<file path="config.mk">
export PLATFORM = sky130hd
export DESIGN_NAME = sc_reconvert_ctrl
export DESIGN_NICKNAME = d
export VERILOG_FILES = /design/src/rtl/sc_reconvert_ctrl.sv
export SDC_FILE = /design/constraint.sdc
export NUM_CORES = 1
export LEC_CHECK = 0
export CORE_MARGIN = 4
export CORE_UTILIZATION = 45
export CTS_BUF_LIST = sky130_fd_sc_hd__clkbuf_4
export DETAILED_ROUTE_END_ITERATION = 6
export PLACE_DENSITY = 0.68
export SLEW_MARGIN = 30
export SYNTH_ARGS = -nofsm -noshare
export SYNTH_HDL_FRONTEND = slang
export SYNTH_SLANG_ARGS = --single-unit
</file>
<file path="constraint.sdc">
create_clock -name clk -period 5.9 [get_ports clk]
set_clock_uncertainty 0.15 [all_clocks]
set_input_delay 0.885 -clock clk [delete_from_list [all_inputs] [get_ports clk]]
set_output_delay 0.885 -clock clk [all_outputs]
set_load 0.02 [all_outputs]
</file>
<file path="src/rtl/sc_reconvert_ctrl.sv">
`default_nettype none
// ============================================================================
// Module      : sc_reconvert_ctrl
// Description : Serial reconversion of one stochastic bitstream to binary:
//               counts ones over 2**L bits, returns (ones*maxnum) >> L.
// Revision    : 1.0 - initial release
// ============================================================================
module sc_reconvert_ctrl #(
    parameter int LEN_MAX = 8,
    parameter int MAX_W   = 9
) (
    input  logic             clk,
    input  logic             rst,
    input  logic             start,
    input  logic [3:0]       len_log2,
    input  logic [MAX_W-1:0] maxnum,
    input  logic             abort,
    input  logic             sc_bit,
    input  logic             sc_valid,
    output logic             sc_ready,
    output logic             busy,
    output logic [MAX_W-1:0] bnum,
    output logic             out_valid,
    input  logic             out_ready,
    output logic             cfg_clamped
);

    localparam int         c_cnt_w   = LEN_MAX + 1;
    localparam int         c_prod_w  = LEN_MAX + 1 + MAX_W;
    localparam logic [3:0] c_len_max = 4'(LEN_MAX);

    typedef enum logic [1:0] {
        ST_IDLE  = 2'd0,
        ST_ACCUM = 2'd1,
        ST_SCALE = 2'd2,
        ST_HOLD  = 2'd3
    } state_t;

    state_t               r_state;
    state_t               w_state_nxt;

    logic [3:0]           r_len;
    logic [MAX_W-1:0]     r_maxnum;
    logic [c_cnt_w-1:0]   r_ones;
    logic [c_cnt_w-1:0]   r_remaining;
    logic                 r_sc_ready;
    logic                 r_busy;
    logic [MAX_W-1:0]     r_bnum;
    logic                 r_out_valid;
    logic                 r_cfg_clamped;

    logic                 w_start_ok;
    logic                 w_accept;
    logic                 w_last;
    logic                 w_len_over;
    logic [3:0]           w_len_clamp;
    logic [c_prod_w-1:0]  w_prod;

    assign w_start_ok  = (r_state == ST_IDLE) && start && !abort;
    assign w_accept    = (r_state == ST_ACCUM) && r_sc_ready && sc_valid && !abort;
    assign w_last      = w_accept && (r_remaining == c_cnt_w'(1));
    assign w_len_over  = (len_log2 > c_len_max);
    assign w_len_clamp = w_len_over ? c_len_max : len_log2;
    // ones <= 2**LEN_MAX, so the product always fits without loss.
    assign w_prod      = c_prod_w'(r_ones) * c_prod_w'(r_maxnum);

    always_comb begin
        w_state_nxt = r_state;
        case (r_state)
            ST_IDLE: begin
                if (w_start_ok) begin
                    w_state_nxt = ST_ACCUM;
                end
            end
            ST_ACCUM: begin
                if (abort) begin
                    w_state_nxt = ST_IDLE;
                end else if (w_last) begin
                    w_state_nxt = ST_SCALE;
                end
            end
            ST_SCALE: begin
                w_state_nxt = abort ? ST_IDLE : ST_HOLD;
            end
            ST_HOLD: begin
                if (abort || (r_out_valid && out_ready)) begin
                    w_state_nxt = ST_IDLE;
                end
            end
            default: begin
                w_state_nxt = ST_IDLE;
            end
        endcase
    end

    // Handshake flags are decoded from the next state so they line up with it.
    always_ff @(posedge clk) begin
        if (rst) begin
            r_state     <= ST_IDLE;
            r_sc_ready  <= 1'b0;
            r_busy      <= 1'b0;
            r_out_valid <= 1'b0;
        end else begin
            r_state     <= w_state_nxt;
            r_sc_ready  <= (w_state_nxt == ST_ACCUM);
            r_busy      <= (w_state_nxt != ST_IDLE);
            r_out_valid <= (w_state_nxt == ST_HOLD);
        end
    end

    always_ff @(posedge clk) begin
        if (rst) begin
            r_len         <= '0;
            r_maxnum      <= '0;
            r_ones        <= '0;
            r_remaining   <= '0;
            r_bnum        <= '0;
            r_cfg_clamped <= 1'b0;
        end else begin
            if (w_start_ok) begin
                r_len         <= w_len_clamp;
                r_maxnum      <= maxnum;
                r_cfg_clamped <= w_len_over;
                r_ones        <= '0;
                r_remaining   <= c_cnt_w'(1) << w_len_clamp;
            end else if (w_accept) begin
                r_ones        <= r_ones + c_cnt_w'(sc_bit);
                r_remaining   <= r_remaining - c_cnt_w'(1);
            end
            if ((r_state == ST_SCALE) && !abort) begin
                r_bnum <= MAX_W'(w_prod >> r_len);
            end
        end
    end

    assign sc_ready    = r_sc_ready;
    assign busy        = r_busy;
    assign bnum        = r_bnum;
    assign out_valid   = r_out_valid;
    assign cfg_clamped = r_cfg_clamped;

endmodule
`default_nettype wire

</file>
* Word-level counts from Yosys, hierarchy flattened *
Index checks and enable logic that the tools add are counted.

storage, ports and cells
  logic and storage cells = 45
  input port bits = 20
  bits in registers = 46
  output and inout port bits = 13

operators by class
  add/subtract/negate cells = 2
  reductions and logical operators = 14
  order comparisons = 1
  shift-type cells = 2
  muxes and demuxes = 9
  $mul = 1
  eq/ne operators = 6

operators by type and width
  cell                                                                   count
  9-bit by 9-bit multiplier with 18-bit output                           1
  9-bit 2-to-1 mux                                                       2
  18-bit by 4-bit >> shifter with 9-bit output                           1
  2-bit 2-to-1 mux                                                       5
  9-bit by 1-bit adder with 9-bit output                                 1
  9-bit by 1-bit equality test with 1-bit output, second input constant  1
  1-bit by 4-bit << shifter with 9-bit output, first input constant      1
  9-bit by 1-bit subtractor with 9-bit output, second input constant     1
  1-bit logical AND                                                      8
  2-bit case mux with 4 select lines                                     1
  2-bit equality test, second input constant                             3
  2-bit by 1-bit equality test with 1-bit output, second input constant  2
  4-bit greater-than comparator, second input constant                   1
  4-bit 2-to-1 mux                                                       1
  2-bit nonzero test                                                     2
  2-bit logical NOT                                                      1
  2-bit OR reduction                                                     1
  1-bit logical NOT                                                      1
  1-bit logical OR                                                       1

* Depth between registers and ports, before layout *
Gate-level depths: netlist of run 1.

  depth in word-level cells = 9
  mapped depth = 20
  gate-level depth less buffers = 19

* Worst setup path after synthesis of run 1 *
No wires, ideal clock.

  kind = reg-to-reg
  start point = register r_ones[1]
  end point = register r_bnum[1] (netlist: bnum[1])
  library setup time = 0.133 ns
  cell stages (with the launch flop) = 18
  arrival time = 5.020 ns
  clock period less this slack = 5.303 ns
  path buffers = 2
  required time = 5.617 ns
  path slack = 0.597 ns
  cells stage by stage = dfxtp_1 clkbuf_1 nand2_1 fa_1 fa_1 fa_1 fa_1 inv_1 ha_1 buf_6 a21oi_2 nand2_2 or2_4 a211o_1 and2_4 mux4_2 a2111oi_2 nor4_1

between the ends
  longest elaborated chain between the ends = 2

RTL lines
  what                                          line  text
  start: declaration                            44    logic [c_cnt_w-1:0] r_ones;
  start signal: assignment                      127   r_ones <= r_ones + c_cnt_w'(sc_bit);
  9-bit by 9-bit multiplier with 18-bit output  65    assign w_prod = c_prod_w'(r_ones) * c_prod_w'(r_maxnum);
  18-bit by 4-bit >> shifter with 9-bit output  131   r_bnum <= MAX_W'(w_prod >> r_len);
  end signal: assignment                        131
  end: declaration                              48    logic [MAX_W-1:0] r_bnum;

Every way passes these cells.
A chain may end at the register's enable or synchronous reset.

* Worst setup path after layout of run 1 *
  start point = register r_ones[6]
  end point = register r_bnum[1] (netlist: bnum[1])

Same word-level chain as after synthesis.

==> impl_metrics.tcl, run 1 <==
set metrics [dict create \
    whs_ns 0.332 \
    crit_arrival_ns 5.63 \
    initial_core_util 0.465 \
    r2r_slack_ns 0.39 \
    vdd_ir_drop_max_v 0.0000951 \
    cts_hold_buf 0 \
    grt_first_pass_wirelength_um 21300 \
    crit_fanout 11 \
    rsz0062_at_grt "no" \
    crit_path_end_kind "flip-flop" \
    grt_pass1_vias 4519 \
    drv_cap 0 \
    worstPathRequired_ns 6.02 \
    synth_edf_count 0 \
    gp_congestion 0.883 \
    num_io_pins 33 \
    port-buffer-count 32 \
    clockRootBuffer "clkbuf_4" \
    htreeDepth 2 \
    reg2reg_depth 15 \
    worstHoldPathCells 2 \
    critPathLaunchType "flip-flop" \
    grt_max_degree 37 \
    switching_power_mw 0.161 \
    num_antenna_cells 0 \
    die_area_um2 13700 \
    rows 39 \
    die_height_um 117 \
    grt_usage 0.193 \
    power_leakage_nw 2.34 \
    hold_viol 0 \
    crit_type "reg -> reg" \
    min_period_ns 5.51 \
    drc_errors 0 \
    cts_tree "done" \
    final_max_slew_viol_count 0 \
    powerDensity_nw_per_um2 96.6 \
    power_frac_comb 0.127 \
    status "finished, final reports clean" \
    via_per_inst 5.64 \
    layout-drive-gt1-share 0.0633 \
    tns_ns 0 \
    clk_latency_ns 0.39 \
    slew_headroom 0.416 \
    hold_path.class "reg -> reg" \
    antenna_left 0 \
    nets 774 \
    cts_sinks 46 \
    setup_viol 0 \
    drt_iter0_markers 235 \
    switching_share 0.290 \
    wl_um 12300 \
    p_int_mw 0.395 \
    synth_area_um2 5350 \
    hpwl_um 9770 \
    worst_hold_path.endpoint "cfg_clamped" \
    ys_seq_area_frac 0.172 \
    synth_nets 778 \
    final_common_cell "nand2_1" \
    wl_per_cell_um 15.3 \
    synthToLayoutAreaGrowth_pct 7.69 \
    avgSynthCellArea_um2 8.04 \
    finalCritPeriodShare 0.934 \
    cts_buffer_depth 2 \
    numCtsBuffers 5 \
    max_freq_ghz 0.181 \
    r2r-start "r_ones[6]" \
    seqPwrFrac 0.600 \
    antenna_found_initial 0 \
    syn_inst 666 \
    fp.coreArea_um2 11500 \
    pwr-share-clk 0.273 \
    final_cell_mix "nand2_1 (109), inv_1 (69), fa_1 (50)" \
    dominantRegCellSynth "dfxtp_1" \
    synth-seq-cells 46 \
    yosysWarnings 0 \
    r2r_end "bnum[1]" \
    synthArstFlopShare 0 \
    hold_start "cfg_clamped" \
    tightest_slew_ns 0.873 \
    overflow 0 \
    yosysUniqueCellTypes 66 \
    cts.clk_slew.worst_paths_ns 0.14 \
    num_vias 4546 \
    die_w_um 117 \
    drtPass1Iterations 5 \
]
==> critical path, cell delays in order (launching register included) <==
cell and delay (ns):
dfxtp_1 0.62, nand2_1 0.16, fa_1 0.55, fa_1 0.45, fa_1 0.52, fa_1 0.55
inv_1 0.04, ha_1 0.37, a21o_1 0.25, and4_1 0.22, a21oi_2 0.17, and2_1 0.25
a211oi_1 0.13, mux4_2 0.51, a2111oi_2 0.38, nor4_1 0.09
==> synth_stat cells (8+ instances only) <==
| cell type | number | share of area |
|---|---|---|
| nand2_1 | 109 | 0.076 |
| nor3_1 | 13 | 0.012 |
| xnor2_1 | 12 | 0.020 |
| nor2_1 | 42 | 0.029 |
| dfxtp_1 | 46 | 0.17 |
| clkbuf_1 | 43 | 0.030 |
| a211oi_1 | 14 | 0.020 |
| fa_1 | 50 | 0.19 |
| nand3_1 | 12 | 0.011 |
| a31oi_1 | 8 | 0.0094 |
| a21oi_1 | 44 | 0.041 |
| ha_1 | 42 | 0.098 |
| inv_1 | 69 | 0.048 |
| nor2b_1 | 8 | 0.0094 |
| xor2_1 | 15 | 0.025 |
| and2_1 | 27 | 0.032 |
==> how the worst max path moves through the flow <==
stage                start      end
2_1_floorplan    r_ones[1]  bnum[1]
3_5_place_dp     r_ones[2]  bnum[1]
3_3_place_gp     r_ones[2]  bnum[3]
5_1_grt        r_maxnum[5]  bnum[1]
4_1_cts          r_ones[2]  bnum[1]
6_report         r_ones[6]  bnum[1]
==> per-layer routing <==
layer  vias up  routed length, um  GRT usage
met2        92               6160      0.335
met5         -                  0          0
met4         0                150     0.0466
met1      2213               5530      0.257
met3        12                453     0.0226
li1       2229                  -          -
==> state kept, by name, indices dropped and copies added, names as in the netlist <==
register	flops
bnum	9
r_maxnum	9
r_ones	9
r_remaining	9
r_len	4
r_state	2
busy	1
cfg_clamped	1
out_valid	1
sc_ready	1
==> repair_timing <==
| item | in CTS | in global routing |
|---|---|---|
| buffers inserted | 0 | 0 |
| endpoints found under the setup margin | 0 | 1 |
| gates resized for setup | 0 | 5 |
==> area by class of cell <==
cell class                 count  area, um2
fill                        1147       5750
multi-input combinational    501       3980
sequential                    46        927
timing repair buffer          37        358
inverter                      71        267
tap                          143        179
clock buffer                   5       37.5
clock inverter                 3       16.3
==> cells by family (layout without fill, tap and decap cells) <==
family | count (synthesis) | in the layout | synth area share
flip-flops | 46 | 46 | 0.172
AND/OR/NAND/NOR | 247 | 247 | 0.219
multiplexers | 9 | 9 | 0.0288
AO/OA/AOI/OAI | 126 | 126 | 0.166
adder cells (fa/ha/maj) | 92 | 92 | 0.285
buffers and inverters | 119 | 116 | 0.0856
XOR/XNOR | 27 | 27 | 0.0442
==> per-stage QoR <==
step	instances	area, um2	util	power, mW	worst slack, ns
finish	806	5760	0.501	0.557	0.390
global placement	798	5700	0.495	0.410	0.418
floorplan	666	5350	-	0.380	0.597
CTS	806	5760	0.500	0.562	0.298
detailed placement	798	5700	0.495	0.411	0.324
global route	806	5760	0.501	0.583	0.00705
==> power groups by stage <==
stage,sequential (mW),clock [mW],combinational [mW]
after floorplan,0.330,0,0.0498
after global placement,0.340,0,0.0691
after detailed placement,0.341,0,0.0700
after CTS,0.334,0.157,0.0703
after global routing,0.336,0.169,0.0780
final,0.334,0.152,0.0705
Note: power is estimated with default switching activity, not from simulation.
==> run 2, diff against run 1 <==
Settings changed: GPL_ROUTABILITY_DRIVEN from default to 0.
==> run 2 against run 1 <==
  * Combinational power decreased by 2%
  * Via count increased by 1.6%
  * Total power increased by 8.4%
  * Clock power increased by 31%
  * Non-clock buffer count decreased by 1
  * Global-route usage unchanged
==> impl_metrics.tcl, run 2 (same netlist as run 1, synthesis figures left out) <==
set metrics [dict create \
    nets 773 \
    clk_latency_ns 0.37 \
    overflow 0 \
    drt_iter0_markers 314 \
    min_period_ns 5.52 \
    crit_end "bnum[1]" \
    stdcell_area_um2 5790 \
    power_frac_comb 0.114 \
    slew_headroom 0.378 \
    rsz0062_at_grt "no" \
    drc_errors 0 \
    whs_ns 0.331 \
    vdd_ir_drop_max_v 0.000181 \
    htreeDepth 2 \
    cp-startpoint "r_ones[4]" \
    die_area_um2 13700 \
    via_per_inst 5.74 \
    wl_per_cell_um 15.1 \
    power_leakage_nw 2.35 \
    clockRootBuffer "clkbuf_4" \
    initial_core_util 0.465 \
    rows 39 \
    crit_type "reg -> reg" \
    final_cell_mix "nand2_1 (109), inv_1 (69), fa_1 (50)" \
    critPathMaxStageDelay_ns 0.62 \
    place_area_um2 5700 \
    powerDensity_nw_per_um2 104 \
    numCtsBuffers 5 \
    drv_cap 0 \
    antenna_left 0 \
    switching_share 0.264 \
    die_w_um 117 \
    cts_tree "done" \
    reg2reg_depth 15 \
    final_max_slew_viol_count 0 \
    crit_chain "nand2_1 > fa_1 > fa_1 > fa_1 > fa_1 > inv_1 > ha_1 > a21oi_2 > nand2_2 > o211ai_1 > and2_1 > a211oi_1 > mux4_2 > a2111oi_2 > nor4_1" \
    hpwl_um 9650 \
    crit_path_end_kind "flip-flop" \
    p_int_mw 0.444 \
    seqPwrFrac 0.556 \
    wl_um 12200 \
    fp.coreArea_um2 11500 \
    r2r-start "r_ones[4]" \
    num_antenna_cells 0 \
    tns_ns 0 \
    cpMostUsedCell "fa_1" \
    setup_viol 0 \
    layout-drive-gt1-share 0.0650 \
    critPathLaunchType "flip-flop" \
    die_height_um 117 \
    grt_max_degree 37 \
    post_cts_buffers 0 \
    antenna_found_initial 0 \
    r2r_end "bnum[1]" \
    grt_first_pass_wirelength_um 21500 \
    grt_pass1_vias 4706 \
    tightest_slew_ns 0.932 \
    hold_viol 0 \
    synthToLayoutAreaGrowth_pct 8.11 \
    cpMaxStageDelayCell "dfxtp_1" \
    switching_power_mw 0.159 \
    cts.clk_slew.worst_paths_ns 0.14 \
    max_freq_ghz 0.181 \
    crit_fanout 11 \
    pwr-share-clk 0.330 \
    r2r_slack_ns 0.38 \
    status "finished, final reports clean" \
    cts_hold_buf 0 \
    cts_sinks 46 \
    hold_path.class "reg -> reg" \
    power_mw 0.604 \
    drtPass1Iterations 5 \
    crit_arrival_ns 5.64 \
    cts_buffer_depth 2 \
    grt_usage 0.193 \
    num_vias 4618 \
    finalCritPeriodShare 0.936 \
    num_io_pins 33 \
    port-buffer-count 32 \
    final_common_cell "nand2_1" \
    worstPathRequired_ns 6.01 \
]
run 2: metal layers:
layer / GRT usage / wire, um / up-vias
li1: - / - / 2240
met1: 0.256 / 5320 / 2243
met2: 0.334 / 6130 / 118
met3: 0.0237 / 545 / 17
met4: 0.0482 / 191 / 0
met5: 0 / 0 / -
run 2: layout make-up:
class / instances / area [um2]
Timing Repair Buffer: 36 / 350
Clock inverter: 2 / 37.5
Multi-Input combinational cell: 501 / 3980
Clock buffer: 6 / 45.0
Sequential cell: 46 / 927
Tap cell: 143 / 179
Inverter: 71 / 267
Fill cell: 1108 / 5730
run 2: worst min-delay path by stage:
stage	from	endpoint	slack, ns	cells past startpoint
after detailed placement	cfg_clamped	cfg_clamped	0.30	2
after floorplan	r_remaining[6]	r_remaining[6]	0.36	2
after CTS	cfg_clamped	cfg_clamped	0.33	2
after global placement	cfg_clamped	cfg_clamped	0.29	2
after global routing	cfg_clamped	cfg_clamped	0.38	2
final	cfg_clamped	cfg_clamped	0.33	2
run 2: stage by stage:
stage	utilization	setup WS, ns	std cells
global route	0.502	0.0159	805
detailed placement	0.495	0.322	797
floorplan	-	0.597	666
finish	0.502	0.376	805
global placement	0.495	0.415	797
CTS	0.502	0.296	805
run 2: critical path: cells and delay by family (launching register included):
kind                       cells  cell delay, ns
adders and majority gates      5            2.45
buffers and inverters          1            0.04
muxes                          1            0.51
AOI/OAI and AO/OA              4            1.03
DFF                            1            0.62
and+or+nand+nor                4            0.61
run 2: power groups by stage:
stage	Combinational, mW	Clock [mW]	Sequential, mW
6_report	0.0688	0.199	0.335
5_1_grt	0.0769	0.219	0.337
4_1_cts	0.0686	0.207	0.335
3_5_place_dp	0.0684	0	0.342
3_3_place_gp	0.0673	0	0.342
2_1_floorplan	0.0498	0	0.330
run 2: what timing repair did:
item | 4_1_cts | 5_1_grt
endpoints found under the setup margin | 0 | 2
endpoints found under the hold margin | 0 | 0
resized for setup | 0 | 5
==> run 3, diff against run 2 <==
Settings changed: SETUP_SLACK_MARGIN from default to 0.2.
==> run 3 against run 2 <==
  * Worst setup slack better by 0.11 ns
  * Via count up 0.26%
  * Final cell count unchanged
  * Critical endpoint is now bnum[3]
  * Largest power group unchanged
==> impl_metrics.tcl, run 3 (same netlist as run 1, synthesis figures left out) <==
set metrics [dict create \
    die_area_um2 13700 \
    seqPwrFrac 0.555 \
    drtPass1Iterations 6 \
    crit_path_end_kind "flip-flop" \
    r2r_slack_ns 0.48 \
    num_vias 4630 \
    drv_cap 0 \
    antenna_left 0 \
    ctsResizeCount 0 \
    synthToLayoutAreaGrowth_pct 8.63 \
    htreeDepth 2 \
    die_w_um 117 \
    nets 773 \
    initial_core_util 0.465 \
    grt_pass1_vias 4706 \
    cts_sinks 46 \
    grt_max_degree 37 \
    grt_usage 0.193 \
    via_per_inst 5.75 \
    clk_latency_ns 0.37 \
    num_io_pins 33 \
    overflow 0 \
    num_antenna_cells 0 \
    post_cts_buffers 0 \
    wl_per_cell_um 15.2 \
    cts_tree "done" \
    grt_first_pass_wirelength_um 21500 \
    cts_hold_buf 0 \
    dp_cells 797 \
    crit_fanout 13 \
    min_period_ns 5.42 \
    rsz0062_at_grt "yes" \
    finalNonFillerCells 805 \
    cp-startpoint "r_ones[2]" \
    cts_buffer_depth 2 \
    worst_hold_path.endpoint "cfg_clamped" \
    antenna_found_initial 0 \
    hold_start "cfg_clamped" \
    port-buffer-count 32 \
    wl_um 12200 \
    finalCritPeriodShare 0.918 \
    rows 39 \
    status "finished, final reports clean" \
    worstPathRequired_ns 6.01 \
    layout-drive-gt1-share 0.0861 \
    reg2reg_depth 14 \
    hold_viol 0 \
    final_max_slew_viol_count 0 \
    clockRootBuffer "clkbuf_4" \
    switching_share 0.264 \
    numCtsBuffers 5 \
    die_height_um 117 \
    powerDensity_nw_per_um2 104 \
    r2r_end "bnum[3]" \
    tns_ns 0 \
    hpwl_um 9650 \
    drt_iter0_markers 295 \
    crit_arrival_ns 5.53 \
    max_freq_ghz 0.185 \
    fp.coreArea_um2 11500 \
    finalWorstSetupSlack_ns 0.485 \
    final_common_cell "nand2_1" \
    setup_viol 0 \
    p_int_mw 0.444 \
    crit_type "reg -> reg" \
    final_cell_mix "nand2_1 (109), inv_1 (69), fa_1 (50)" \
    switching_power_mw 0.159 \
    critPathLaunchType "flip-flop" \
    tightest_slew_ns 0.933 \
    place_ws_ns 0.322 \
    r2r-start "r_ones[2]" \
    power_frac_comb 0.114 \
    hold_path.class "reg -> reg" \
    slew_headroom 0.377 \
    vdd_ir_drop_max_v 0.000188 \
    cts.clk_slew.worst_paths_ns 0.14 \
    power_leakage_nw 2.35 \
    drc_errors 0 \
    pwr-share-clk 0.331 \
    worstHoldPathCells 2 \
]
[run 3: layer usage]
metal,part of all wire,track usage
met1,0.44,0.256
met4,0.016,0.0482
met5,0,0
met3,0.040,0.0237
met2,0.51,0.334
[run 3: how the worst max path moves through the flow]
| stage | to | cells past startpoint |
|---|---|---|
| after floorplan | bnum[1] | 17 |
| after global placement | bnum[3] | 14 |
| after detailed placement | bnum[1] | 15 |
| after CTS | bnum[1] | 15 |
| after global routing | bnum[1] | 15 |
| final | bnum[3] | 14 |
[run 3: final cells by class]
class	instances	area, um2
repair buffers	36	350
multi-input cells	501	3990
inverters	71	267
flip-flops and latches	46	947
clock inverters	2	37.5
well taps	143	179
fillers	1116	5700
clock buffers	6	45.0
[run 3: power groups by stage]
stage / Sequential [mW] / Combinational, mW / Clock (mW)
2_1_floorplan: 0.330 / 0.0498 / 0
3_3_place_gp: 0.342 / 0.0673 / 0
3_5_place_dp: 0.342 / 0.0684 / 0
4_1_cts: 0.335 / 0.0686 / 0.207
5_1_grt: 0.337 / 0.0769 / 0.219
6_report: 0.335 / 0.0689 / 0.200
[run 3: stage by stage]
stage / cell area [um2] / util / power (mW) / hold WS (ns)
6_report: 5810 / 0.505 / 0.604 / 0.331
5_1_grt: 5810 / 0.505 / 0.633 / 0.377
4_1_cts: 5780 / 0.502 / 0.611 / 0.331
3_5_place_dp: 5700 / 0.495 / 0.410 / 0.302
3_3_place_gp: 5700 / 0.495 / 0.409 / 0.293
2_1_floorplan: 5350 / - / 0.380 / 0.358
[run 3: worst max-delay path, stage by stage, from the launching register on]
cell	delay, ns
dfxtp_2	0.51
nand2_1	0.13
fa_1	0.52
fa_1	0.52
fa_1	0.52
fa_1	0.54
inv_1	0.04
ha_1	0.36
a21o_1	0.25
or4_1	0.54
and4_1	0.21
a311oi_1	0.30
a311oi_1	0.11
a2111oi_0	0.48
a211oi_1	0.13
